**config.mk**
```make
export PLATFORM = sky130hd
export DESIGN_NAME = fifo_wr_arbiter_flat
export DESIGN_NICKNAME = d
export VERILOG_FILES = /design/src/rtl/fifo_wr_arbiter_if.sv /design/src/rtl/fifo_wr_arbiter.sv /design/src/flat_wrapper.sv
export SDC_FILE = /design/constraint.sdc
export NUM_CORES = 1
export LEC_CHECK = 0
export ABC_AREA = 0
export BUFFER_PORTS_ARGS = -buffer_cell sky130_fd_sc_hd__buf_2
export CORE_MARGIN = 5
export CORE_UTILIZATION = 46
export CTS_CLUSTER_DIAMETER = 100
export DETAILED_ROUTE_END_ITERATION = 12
export GPL_TIMING_DRIVEN = 0
export PLACE_DENSITY = 0.85
export SYNTH_ARGS = -nofsm -noshare
export SYNTH_HDL_FRONTEND = slang
export SYNTH_SLANG_ARGS = --single-unit
export TNS_END_PERCENT = 1
```
**constraint.sdc**
```tcl
create_clock -name clk -period 5.1 [get_ports clk]
set_clock_uncertainty 0.15 [all_clocks]
set_input_delay 0 -clock clk [delete_from_list [all_inputs] [get_ports clk]]
set_output_delay 0 -clock clk [all_outputs]
set_load 0.01 [all_outputs]
```
**src/rtl/fifo_wr_arbiter_if.sv**
```systemverilog
// -----------------------------------------------------------------------------
// fifo_wr_arbiter_if
//   Bundles the producer-side handshake and the FIFO write-port signals seen by
//   fifo_wr_arbiter.
//
//   Signals
//     req_valid   [NUM_REQ]          per-producer beat valid
//     req_data    [NUM_REQ*DATA_W]   producer i data at [i*DATA_W +: DATA_W]
//     req_ready   [NUM_REQ]          per-producer beat accepted (one-hot or zero)
//     fifo_full                      FIFO full flag
//     fifo_empty                     FIFO empty flag
//     fifo_rd                        read strobe going to the FIFO this cycle
//     fifo_wr                        FIFO write strobe
//     fifo_din    [DATA_W]           FIFO write data
//     grant_id    [$clog2(NUM_REQ)]  current/last granted producer
//     busy                           high while a producer holds the grant
//
//   Modports
//     slave   the arbiter itself
//     master  the environment: producers plus FIFO status/read side
// -----------------------------------------------------------------------------
interface fifo_wr_arbiter_if #(
  parameter int NUM_REQ = 4,
  parameter int DATA_W  = 8
);
  localparam int ID_W = $clog2(NUM_REQ);

  logic [NUM_REQ-1:0]        req_valid;
  logic [NUM_REQ*DATA_W-1:0] req_data;
  logic [NUM_REQ-1:0]        req_ready;
  logic                      fifo_full;
  logic                      fifo_empty;
  logic                      fifo_rd;
  logic                      fifo_wr;
  logic [DATA_W-1:0]         fifo_din;
  logic [ID_W-1:0]           grant_id;
  logic                      busy;

  modport slave (
    input  req_valid, req_data, fifo_full, fifo_empty, fifo_rd,
    output req_ready, fifo_wr, fifo_din, grant_id, busy
  );

  modport master (
    output req_valid, req_data, fifo_full, fifo_empty, fifo_rd,
    input  req_ready, fifo_wr, fifo_din, grant_id, busy
  );
endinterface

```
**src/rtl/fifo_wr_arbiter.sv**
```systemverilog
// -----------------------------------------------------------------------------
// fifo_wr_arbiter
//   Round-robin arbiter sharing the single write port of a 16 x 8 FIFO among
//   NUM_REQ producers. One producer is granted at a time for a burst of up to
//   MAX_BURST beats. Writes the FIFO would drop (full, or a read that wins over
//   the write because rd && !empty) are held back instead of being issued.
//
//   Ports
//     clk   in   system clock, rising edge
//     rst   in   asynchronous reset, active-high
//     bus   slave side of fifo_wr_arbiter_if (producer handshake, FIFO write
//           port, FIFO status/read strobe, grant_id, busy)
//
//   Parameters
//     NUM_REQ    number of producers (>= 2)
//     DATA_W     data width, matches FIFO din
//     MAX_BURST  beats per grant before forced re-arbitration (>= 1)
// -----------------------------------------------------------------------------
module fifo_wr_arbiter #(
  parameter int NUM_REQ   = 4,
  parameter int DATA_W    = 8,
  parameter int MAX_BURST = 4
) (
  input  logic            clk,
  input  logic            rst,
  fifo_wr_arbiter_if.slave bus
);

  localparam int ID_W  = $clog2(NUM_REQ);
  localparam int CNT_W = $clog2(MAX_BURST + 1);

  typedef enum logic {
    ST_IDLE  = 1'b0,
    ST_GRANT = 1'b1
  } state_e;

  state_e            state_q,    state_d;
  logic [ID_W-1:0]   rr_ptr_q,   rr_ptr_d;
  logic [ID_W-1:0]   grant_id_q, grant_id_d;
  logic [CNT_W-1:0]  beat_cnt_q, beat_cnt_d;

  // (base + off) mod NUM_REQ without a divider; off is always < NUM_REQ.
  function automatic logic [ID_W-1:0] wrap_add(input logic [ID_W-1:0] base,
                                               input int unsigned     off);
    logic [ID_W:0] sum;
    sum = {1'b0, base} + (ID_W+1)'(off);
    if (sum >= (ID_W+1)'(NUM_REQ)) sum = sum - (ID_W+1)'(NUM_REQ);
    return sum[ID_W-1:0];
  endfunction

  // ---------------------------------------------------------------------------
  // Round-robin pick: rotate req_valid so that bit 0 is the producer at rr_ptr,
  // then take the lowest set bit of the rotated vector.
  // ---------------------------------------------------------------------------
  logic [2*NUM_REQ-1:0] dbl_valid;
  logic [NUM_REQ-1:0]   rot_valid;
  logic [ID_W-1:0]      pick_id;
  logic                 pick_found;

  assign dbl_valid = {bus.req_valid, bus.req_valid};
  assign rot_valid = NUM_REQ'(dbl_valid >> rr_ptr_q);

  // NOTE: every signal written in an always_comb gets a default before any
  // branch; a path that leaves one unassigned would infer a latch.
  always_comb begin
    pick_id    = rr_ptr_q;
    pick_found = 1'b0;
    // Walk from the far end down so the nearest requester is written last.
    for (int k = NUM_REQ - 1; k >= 0; k--) begin
      if (rot_valid[k]) begin
        pick_found = 1'b1;
        pick_id    = wrap_add(rr_ptr_q, k);
      end
    end
  end

  // ---------------------------------------------------------------------------
  // Granted producer datapath
  // ---------------------------------------------------------------------------
  logic              cur_valid;
  logic [DATA_W-1:0] cur_data;
  logic              blocked;
  logic              accept;
  logic              last_beat;

  assign cur_valid = bus.req_valid[grant_id_q];

  always_comb begin
    cur_data = '0;
    for (int i = 0; i < NUM_REQ; i++) begin
      if (grant_id_q == ID_W'(i)) cur_data = bus.req_data[i*DATA_W +: DATA_W];
    end
  end

  // A read of a non-empty FIFO wins over a write in the same cycle, so such a
  // write would be lost; a read of an empty FIFO is ignored and does not block.
  assign blocked   = bus.fifo_full | (bus.fifo_rd & ~bus.fifo_empty);
  assign accept    = (state_q == ST_GRANT) & cur_valid & ~blocked;
  assign last_beat = (beat_cnt_q == CNT_W'(MAX_BURST - 1));

  // ---------------------------------------------------------------------------
  // FSM next state
  // ---------------------------------------------------------------------------
  always_comb begin
    state_d    = state_q;
    rr_ptr_d   = rr_ptr_q;
    grant_id_d = grant_id_q;
    beat_cnt_d = beat_cnt_q;

    unique case (state_q)
      ST_IDLE: begin
        // Arbitration takes the whole cycle; no beat is accepted here.
        if (pick_found) begin
          grant_id_d = pick_id;
          beat_cnt_d = '0;
          state_d    = ST_GRANT;
        end
      end

      ST_GRANT: begin
        if (!cur_valid) begin
          // Producer has nothing more: release without taking a beat.
          state_d  = ST_IDLE;
          rr_ptr_d = wrap_add(grant_id_q, 1);
        end else if (accept) begin
          beat_cnt_d = beat_cnt_q + 1'b1;
          if (last_beat) begin
            state_d  = ST_IDLE;
            rr_ptr_d = wrap_add(grant_id_q, 1);
          end
        end
        // valid but blocked: hold the grant indefinitely, count unchanged.
      end

      default: state_d = ST_IDLE;
    endcase
  end

  // ---------------------------------------------------------------------------
  // State registers
  // ---------------------------------------------------------------------------
  // NOTE: sequential state uses non-blocking assignments so every flop samples
  // the pre-edge values regardless of statement order.
  always_ff @(posedge clk or posedge rst) begin
    if (rst) begin
      state_q    <= ST_IDLE;
      rr_ptr_q   <= '0;
      grant_id_q <= '0;
      beat_cnt_q <= '0;
    end else begin
      state_q    <= state_d;
      rr_ptr_q   <= rr_ptr_d;
      grant_id_q <= grant_id_d;
      beat_cnt_q <= beat_cnt_d;
    end
  end

  // ---------------------------------------------------------------------------
  // Outputs. All strobes derive from accept, which depends on state_q; the
  // async reset forces state_q to IDLE so they drop without waiting for a clock.
  // ---------------------------------------------------------------------------
  assign bus.req_ready = NUM_REQ'(accept) << grant_id_q;
  assign bus.fifo_wr   = accept;
  assign bus.fifo_din  = accept ? cur_data : '0;
  assign bus.grant_id  = grant_id_q;
  assign bus.busy      = (state_q == ST_GRANT);

endmodule
```
**src/flat_wrapper.sv**
```systemverilog
// flat-port wrapper written by rule: the top's interface ports become plain ports
module fifo_wr_arbiter_flat 
#(
  parameter int NUM_REQ   = 4,
  parameter int DATA_W    = 8,
  parameter int MAX_BURST = 4
)
  (clk, rst, bus_req_valid, bus_req_data, bus_fifo_full, bus_fifo_empty, bus_fifo_rd, bus_req_ready, bus_fifo_wr, bus_fifo_din, bus_grant_id, bus_busy);
  fifo_wr_arbiter_if #(.NUM_REQ(NUM_REQ), .DATA_W(DATA_W)) bus_i ();
  input  logic clk;
  input  logic rst;
  input wire logic [$bits(bus_i.req_valid)-1:0] bus_req_valid;
  input wire logic [$bits(bus_i.req_data)-1:0] bus_req_data;
  input wire logic [$bits(bus_i.fifo_full)-1:0] bus_fifo_full;
  input wire logic [$bits(bus_i.fifo_empty)-1:0] bus_fifo_empty;
  input wire logic [$bits(bus_i.fifo_rd)-1:0] bus_fifo_rd;
  output wire logic [$bits(bus_i.req_ready)-1:0] bus_req_ready;
  output wire logic [$bits(bus_i.fifo_wr)-1:0] bus_fifo_wr;
  output wire logic [$bits(bus_i.fifo_din)-1:0] bus_fifo_din;
  output wire logic [$bits(bus_i.grant_id)-1:0] bus_grant_id;
  output wire logic [$bits(bus_i.busy)-1:0] bus_busy;
  assign bus_i.req_valid = bus_req_valid;
  assign bus_i.req_data = bus_req_data;
  assign bus_i.fifo_full = bus_fifo_full;
  assign bus_i.fifo_empty = bus_fifo_empty;
  assign bus_i.fifo_rd = bus_fifo_rd;
  assign bus_req_ready = bus_i.req_ready;
  assign bus_fifo_wr = bus_i.fifo_wr;
  assign bus_fifo_din = bus_i.fifo_din;
  assign bus_grant_id = bus_i.grant_id;
  assign bus_busy = bus_i.busy;
  fifo_wr_arbiter #(.NUM_REQ(NUM_REQ), .DATA_W(DATA_W), .MAX_BURST(MAX_BURST)) u_core (.clk(clk), .rst(rst), .bus(bus_i));
endmodule
```
# Yosys cells after proc, flatten, opt, wreduce, memory -nomap -nowiden
# Index checks and enable logic that the tools add are counted.
# W data, S select, Z words.
word_totals:
  reg_bits: 8
  mem_count: 0
  ram_bits: 0
  latch_bits: 0
  rom_bits: 0
op_classes:
  n_eq_ne: 9
  n_lt_le_gt_ge: 6
  reduce_logical: 4
  n_mux: 32
  div_mod_pow: 0
  bitwise: 7
  shift: 2
  multipliers: 0
  n_addsub: 10
ops:
  columns: ["operator", "count"]
  rows:
  - ["$mux W8", 5]
  - ["$mux W2", 12]
  - ["$ge A3 B3 Y1 const B", 4]
  - ["$sub A2 B1 Y2 const B", 5]
  - ["$mux W1", 9]
  - ["$mux W3", 3]
  - ["$ne A2 B2 Y1 const B", 4]
  - ["$shr A8 B2 Y4", 1]
  - ["$add A2 B1 Y3 const B", 2]
  - ["$add A2 B2 Y3 const B", 2]
  - ["$pmux W3 S2", 1]
  - ["$reduce_and A3 Y1", 2]
  - ["$eq A2 B2 Y1 const B", 2]
  - ["$shl A1 B2 Y4", 1]
  - ["$add A3 B1 Y3 const B", 1]
  - ["$and A1 B1 Y1", 3]
  - ["$eq A3 B2 Y1 const B", 1]
  - ["$ge A2 B3 Y1 const B", 1]
  - ["$lt A2 B3 Y1 const B", 1]
  - ["$not A1 Y1", 3]
  - ["$bmux W1 S2", 1]
  - ["$eq A2 B1 Y1 const B", 1]
  - ["$logic_not A2 Y1", 1]
  - ["$ne A2 B1 Y1 const B", 1]
  - ["3 further kinds", 3]

# Longest topological paths before layout
logic_depth:
  ltp_word: 8
  depth_mapped: 8

# Worst setup path after synthesis
# Ideal clock, no wire load.
synth_path:
  path_type: "flip-flop to output port"
  start: "reg u_core.grant_id_q[1] (netlist: u_core.bus.grant_id[1])"
  end: "out bus_fifo_din[1]"
  path_slack_ps: 3256
  stages_incl_launch_ff: 8
  arrival_time_ps: 1694
  path_cell_list: "dfrtp_1 -> buf_4 -> inv_1 -> ha_1 -> nor2b_1 -> a221oi_1 -> a211o_1 -> a21oi_2"
synth_via:
  elab_chain_cells: 6
  word_cells_on_any_way: 13
  cone_classes: "3 x eq/ne; 7 x mux; 2 x bitwise; 1 x reduce/logical"
synth_lines:
  columns: ["element", "line", "text"]
  rows:
  - ["from (decl)", "fifo_wr_arbiter.sv:39", "logic [ID_W-1:0] grant_id_q, grant_id_d;"]
  - ["from (signal assigned)", "fifo_wr_arbiter.sv:153", "grant_id_q <= grant_id_d;"]
  - ["$logic_not A2 Y1", "fifo_wr_arbiter.sv:91", "if (grant_id_q == ID_W'(i)) cur_data = bus.req_data[i*DATA_W +: DATA_W];"]
  - ["$mux W8 (4 in a row)", "fifo_wr_arbiter.sv:91", null]
  - ["$mux W8 *", "fifo_wr_arbiter.sv:164", "assign bus.fifo_din = accept ? cur_data : '0;"]
  - ["to (decl)", "flat_wrapper.sv:19", "output wire logic [$bits(bus_i.fifo_din)-1:0] bus_fifo_din;"]
# Mark *: on every way between the ends. The rest lies on a longest branch, timed or not. The select of a mux whose other input is x is not followed.

# Worst setup path after layout
layout_path:
  start: "reg u_core.grant_id_q[0] (netlist: u_core.bus.grant_id[0])"
  end: "out bus_fifo_din[1]"
# Same word-level chain as after synthesis.

==> flow_metrics.env <==
export IMPL_outcome="complete, no violations"
export IMPL_grt_pass1_wl_um=4180
export IMPL_required_ns=4.95
export IMPL_numPortBuffers=56
export IMPL_fin_area_mm2=0.00128
export IMPL_fin_nets=230
export IMPL_final_common_cell="buf_2"
export IMPL_fillers=187
export IMPL_worst_path_buf_inv=2
export IMPL_power_leakage_uw=0.000692
export IMPL_worst_path_max_fanout=9
export IMPL_fin_crit_sh_pct=47.3
export IMPL_end_kind="primary output"
export IMPL_grt_usage_pct=18.8
export IMPL_clk_pin_slew_ns=0.05
export IMPL_r2r_start="u_core.beat_cnt_q[0]$_DFFE_PP0P_"
export IMPL_core_area_mm2=0.00194
export IMPL_initial_core_util_pct=48.3
export IMPL_setup_viol=0
export IMPL_syn_cell_area_um2=937
export IMPL_clock_root_buffer="clkbuf_4"
export IMPL_layout_common_cells="buf_2 (56), inv_1 (18), nand2_1 (16)"
export IMPL_dr_total_vias=1099
export IMPL_peakVddDrop_mv=0.307
export IMPL_critical_path_slowest_cell="dfrtp_1"
export IMPL_post_cts_setup_buffers=0
export IMPL_synth_seq_cells=8
export IMPL_grt_max_degree=11
export IMPL_synth_avg_cell_area_um2=7.75
export IMPL_die_h_um=55.1
export IMPL_yosys_warnings=0
export IMPL_hold_class="input pin to flop"
export IMPL_slew_headroom_pct=71.6
export IMPL_drc=0
export IMPL_hold_buffers=1
export IMPL_final_util_pct=66.1
export IMPL_post_dp_cell_area_mm2=0.00125
export IMPL_whs_path_depth=3
export IMPL_cp_slowest_stage_delay_ns=0.48
export IMPL_htreeDepth=1
export IMPL_min_delay_start="bus_req_valid[1]"
export IMPL_gr_total_overflow=0
export IMPL_drt_antenna_violating_nets=0
export IMPL_whs_endpoint="u_core.bus.grant_id[0]$_DFFE_PP0P_"
export IMPL_tightest_slew_ns=0.426
export IMPL_diodes=0
export IMPL_drive_gt1_share_pct=39.8
export IMPL_drt_met1_wl_um=1100
export IMPL_via_per_inst=5.28
export IMPL_detail_route_first_pass_iterations=4
export IMPL_fin_crit_ns=2.41
export IMPL_ys_seq_area_share_pct=21.4
export IMPL_cts_buffers=3
export IMPL_syn_instance_count=121
export IMPL_critPathLaunchType="flop"
export IMPL_wl_met3_um=308
export IMPL_crit_family="compound AO/OA/AOI/OAI gates"
export IMPL_place_gp_congestion=0.742
export IMPL_fp_dieW_um=55.1
export IMPL_hold_violations=0
export IMPL_clkSinkCount=8
export IMPL_rsz0062_at_grt="false"
export IMPL_worstReg2RegEnd="u_core.rr_ptr_q[1]$_DFFE_PP0P_"
export IMPL_die_area_mm2=0.00304
export IMPL_crit_chain="inv_1 -> ha_1 -> nor2b_1 -> a221oi_1 -> a211o_1 -> a21oi_2 -> buf_2"
export IMPL_io_pins=57
export IMPL_ys_types=33
export IMPL_power_density_mw_per_mm2=440
export IMPL_clk_path_buf_depth=2
export IMPL_syn_to_final_growth_pct=37.0
export IMPL_rr_worst_depth=5
export IMPL_placementRows=16
export IMPL_met2_length_um=1370
export IMPL_clk_latency_ns=0.25
export IMPL_maxCapViolations=0
export IMPL_wl_um=2800
export IMPL_routed_top_layer="met4"
export IMPL_worst_r2r_setup_slack_ns=3.36
export IMPL_criticalPathCategory="flop to primary output"
export IMPL_synthesis_nets=168
export IMPL_cts_resized=0
export IMPL_arrival_ns=2.26
export IMPL_cts_tree="done"
export IMPL_fmax_ghz=0.415
export IMPL_power_uw=565
export IMPL_tns_ns=0
export IMPL_drt_wirelength_per_cell_um=13.5
export IMPL_antenna_found_initial=0
export IMPL_drv_slew=0
export IMPL_grt_pass1_vias=1034
export IMPL_place_hpwl_um=2320
export IMPL_drt_initial_drc_count=18
-- kinds of logic after synthesis --
| group | after synthesis | share of synthesized area [%] |
|---|---|---|
| and+or+nand+nor | 37 | 20.6 |
| muxes | 4 | 6.14 |
| AOI/OAI and AO/OA | 42 | 33.1 |
| buffers and inverters | 24 | 10.8 |
| DFF | 8 | 21.4 |
| adders and majority gates | 6 | 8.01 |
-- per-stage QoR --
stage,setup WS [ns],cells,hold WS (ns)
2_1_floorplan,3.26,121,-0.334
3_3_place_gp,3.02,204,-0.209
3_5_place_dp,2.96,204,-0.191
4_1_cts,2.69,208,0.0000412
5_1_grt,2.49,208,0.0277
6_report,2.69,208,0.00448
-- final cells by class --
type,count,area (um^2),share of cell area (%)
tap,27,33.8,2.63
multi-input combinational,89,636,49.5
sequential,8,200,15.6
buffer,6,33.8,2.63
clock buffer,3,22.5,1.75
inverter,18,67.6,5.26
timing repair buffer,57,290,22.6
-- per-layer routing --
layer	track usage [%]	vias to the layer above
met1	18.9	502
met2	37.6	42
met5	0	-
met3	3.49	3
met4	6.88	0
li1	-	552
-- power by group --
group	leakage, uW	internal (uW)	switching (uW)	total [uW]
combinational	0.000580	181	217	398
clock	0.0000138	26.8	19.5	46.3
sequential	0.0000983	87.4	33.4	121
total	0.000692	295	270	565
-- worst max path at each step --
stage	start	endpoint	slack (ns)	depth (start not counted)
3_3_place_gp	u_core.bus.grant_id[0]$_DFFE_PP0P_	bus_fifo_din[1]	3.02	7
2_1_floorplan	u_core.bus.grant_id[1]$_DFFE_PP0P_	bus_fifo_din[1]	3.26	7
4_1_cts	u_core.bus.grant_id[0]$_DFFE_PP0P_	bus_fifo_din[1]	2.69	7
6_report	u_core.bus.grant_id[0]$_DFFE_PP0P_	bus_fifo_din[1]	2.69	7
3_5_place_dp	u_core.bus.grant_id[0]$_DFFE_PP0P_	bus_fifo_din[1]	2.96	7
5_1_grt	u_core.bus.grant_id[0]$_DFFE_PP0P_	bus_fifo_din[2]	2.49	7
-- worst register-to-register path: cells and delay by family, from the launching register on --
kind                     cells  cell delay (ns)
flip-flops                   1             0.39
adder cells (fa/ha/maj)      2             0.42
AND/OR/NAND/NOR              1             0.11
AO/OA/AOI/OAI                1             0.25
multiplexers                 1             0.31
-- registers in the layout (all words and copies together), names as in the netlist --
register             cells
u_core.beat_cnt_q        3
u_core.bus.busy          1
u_core.bus.grant_id      2
u_core.rr_ptr_q          2
-- cell usage after synthesis (all sizes together) --
| cell | number | share of area [%] |
|---|---|---|
| o21a | 1 | 0.80 |
| nand3 | 4 | 3.5 |
| ha | 6 | 8.0 |
| o221ai | 1 | 0.93 |
| nor2b | 3 | 2.0 |
| o32ai | 1 | 0.93 |
| nand2 | 16 | 6.4 |
| a31o | 1 | 0.93 |
| a211o | 6 | 5.6 |
| nand2b | 3 | 2.0 |
| a21oi | 13 | 9.3 |
| o2111ai | 1 | 0.93 |
| a21o | 1 | 0.80 |
| o21ai | 8 | 4.7 |
| and2b | 1 | 0.80 |
| nor2 | 5 | 2.0 |
| nor3b | 2 | 1.6 |
| mux2i | 2 | 2.1 |
| mux2 | 1 | 1.6 |
| and4 | 1 | 0.93 |
| inv | 18 | 7.2 |
| a32oi | 1 | 0.93 |
| a22oi | 2 | 1.6 |
| buf | 2 | 2.0 |
| mux4 | 1 | 2.4 |
| and2 | 2 | 1.3 |
| a221oi | 6 | 5.6 |
| clkbuf | 4 | 1.6 |
| dfrtp | 8 | 21 |
(Power assumes the default switching activity.)
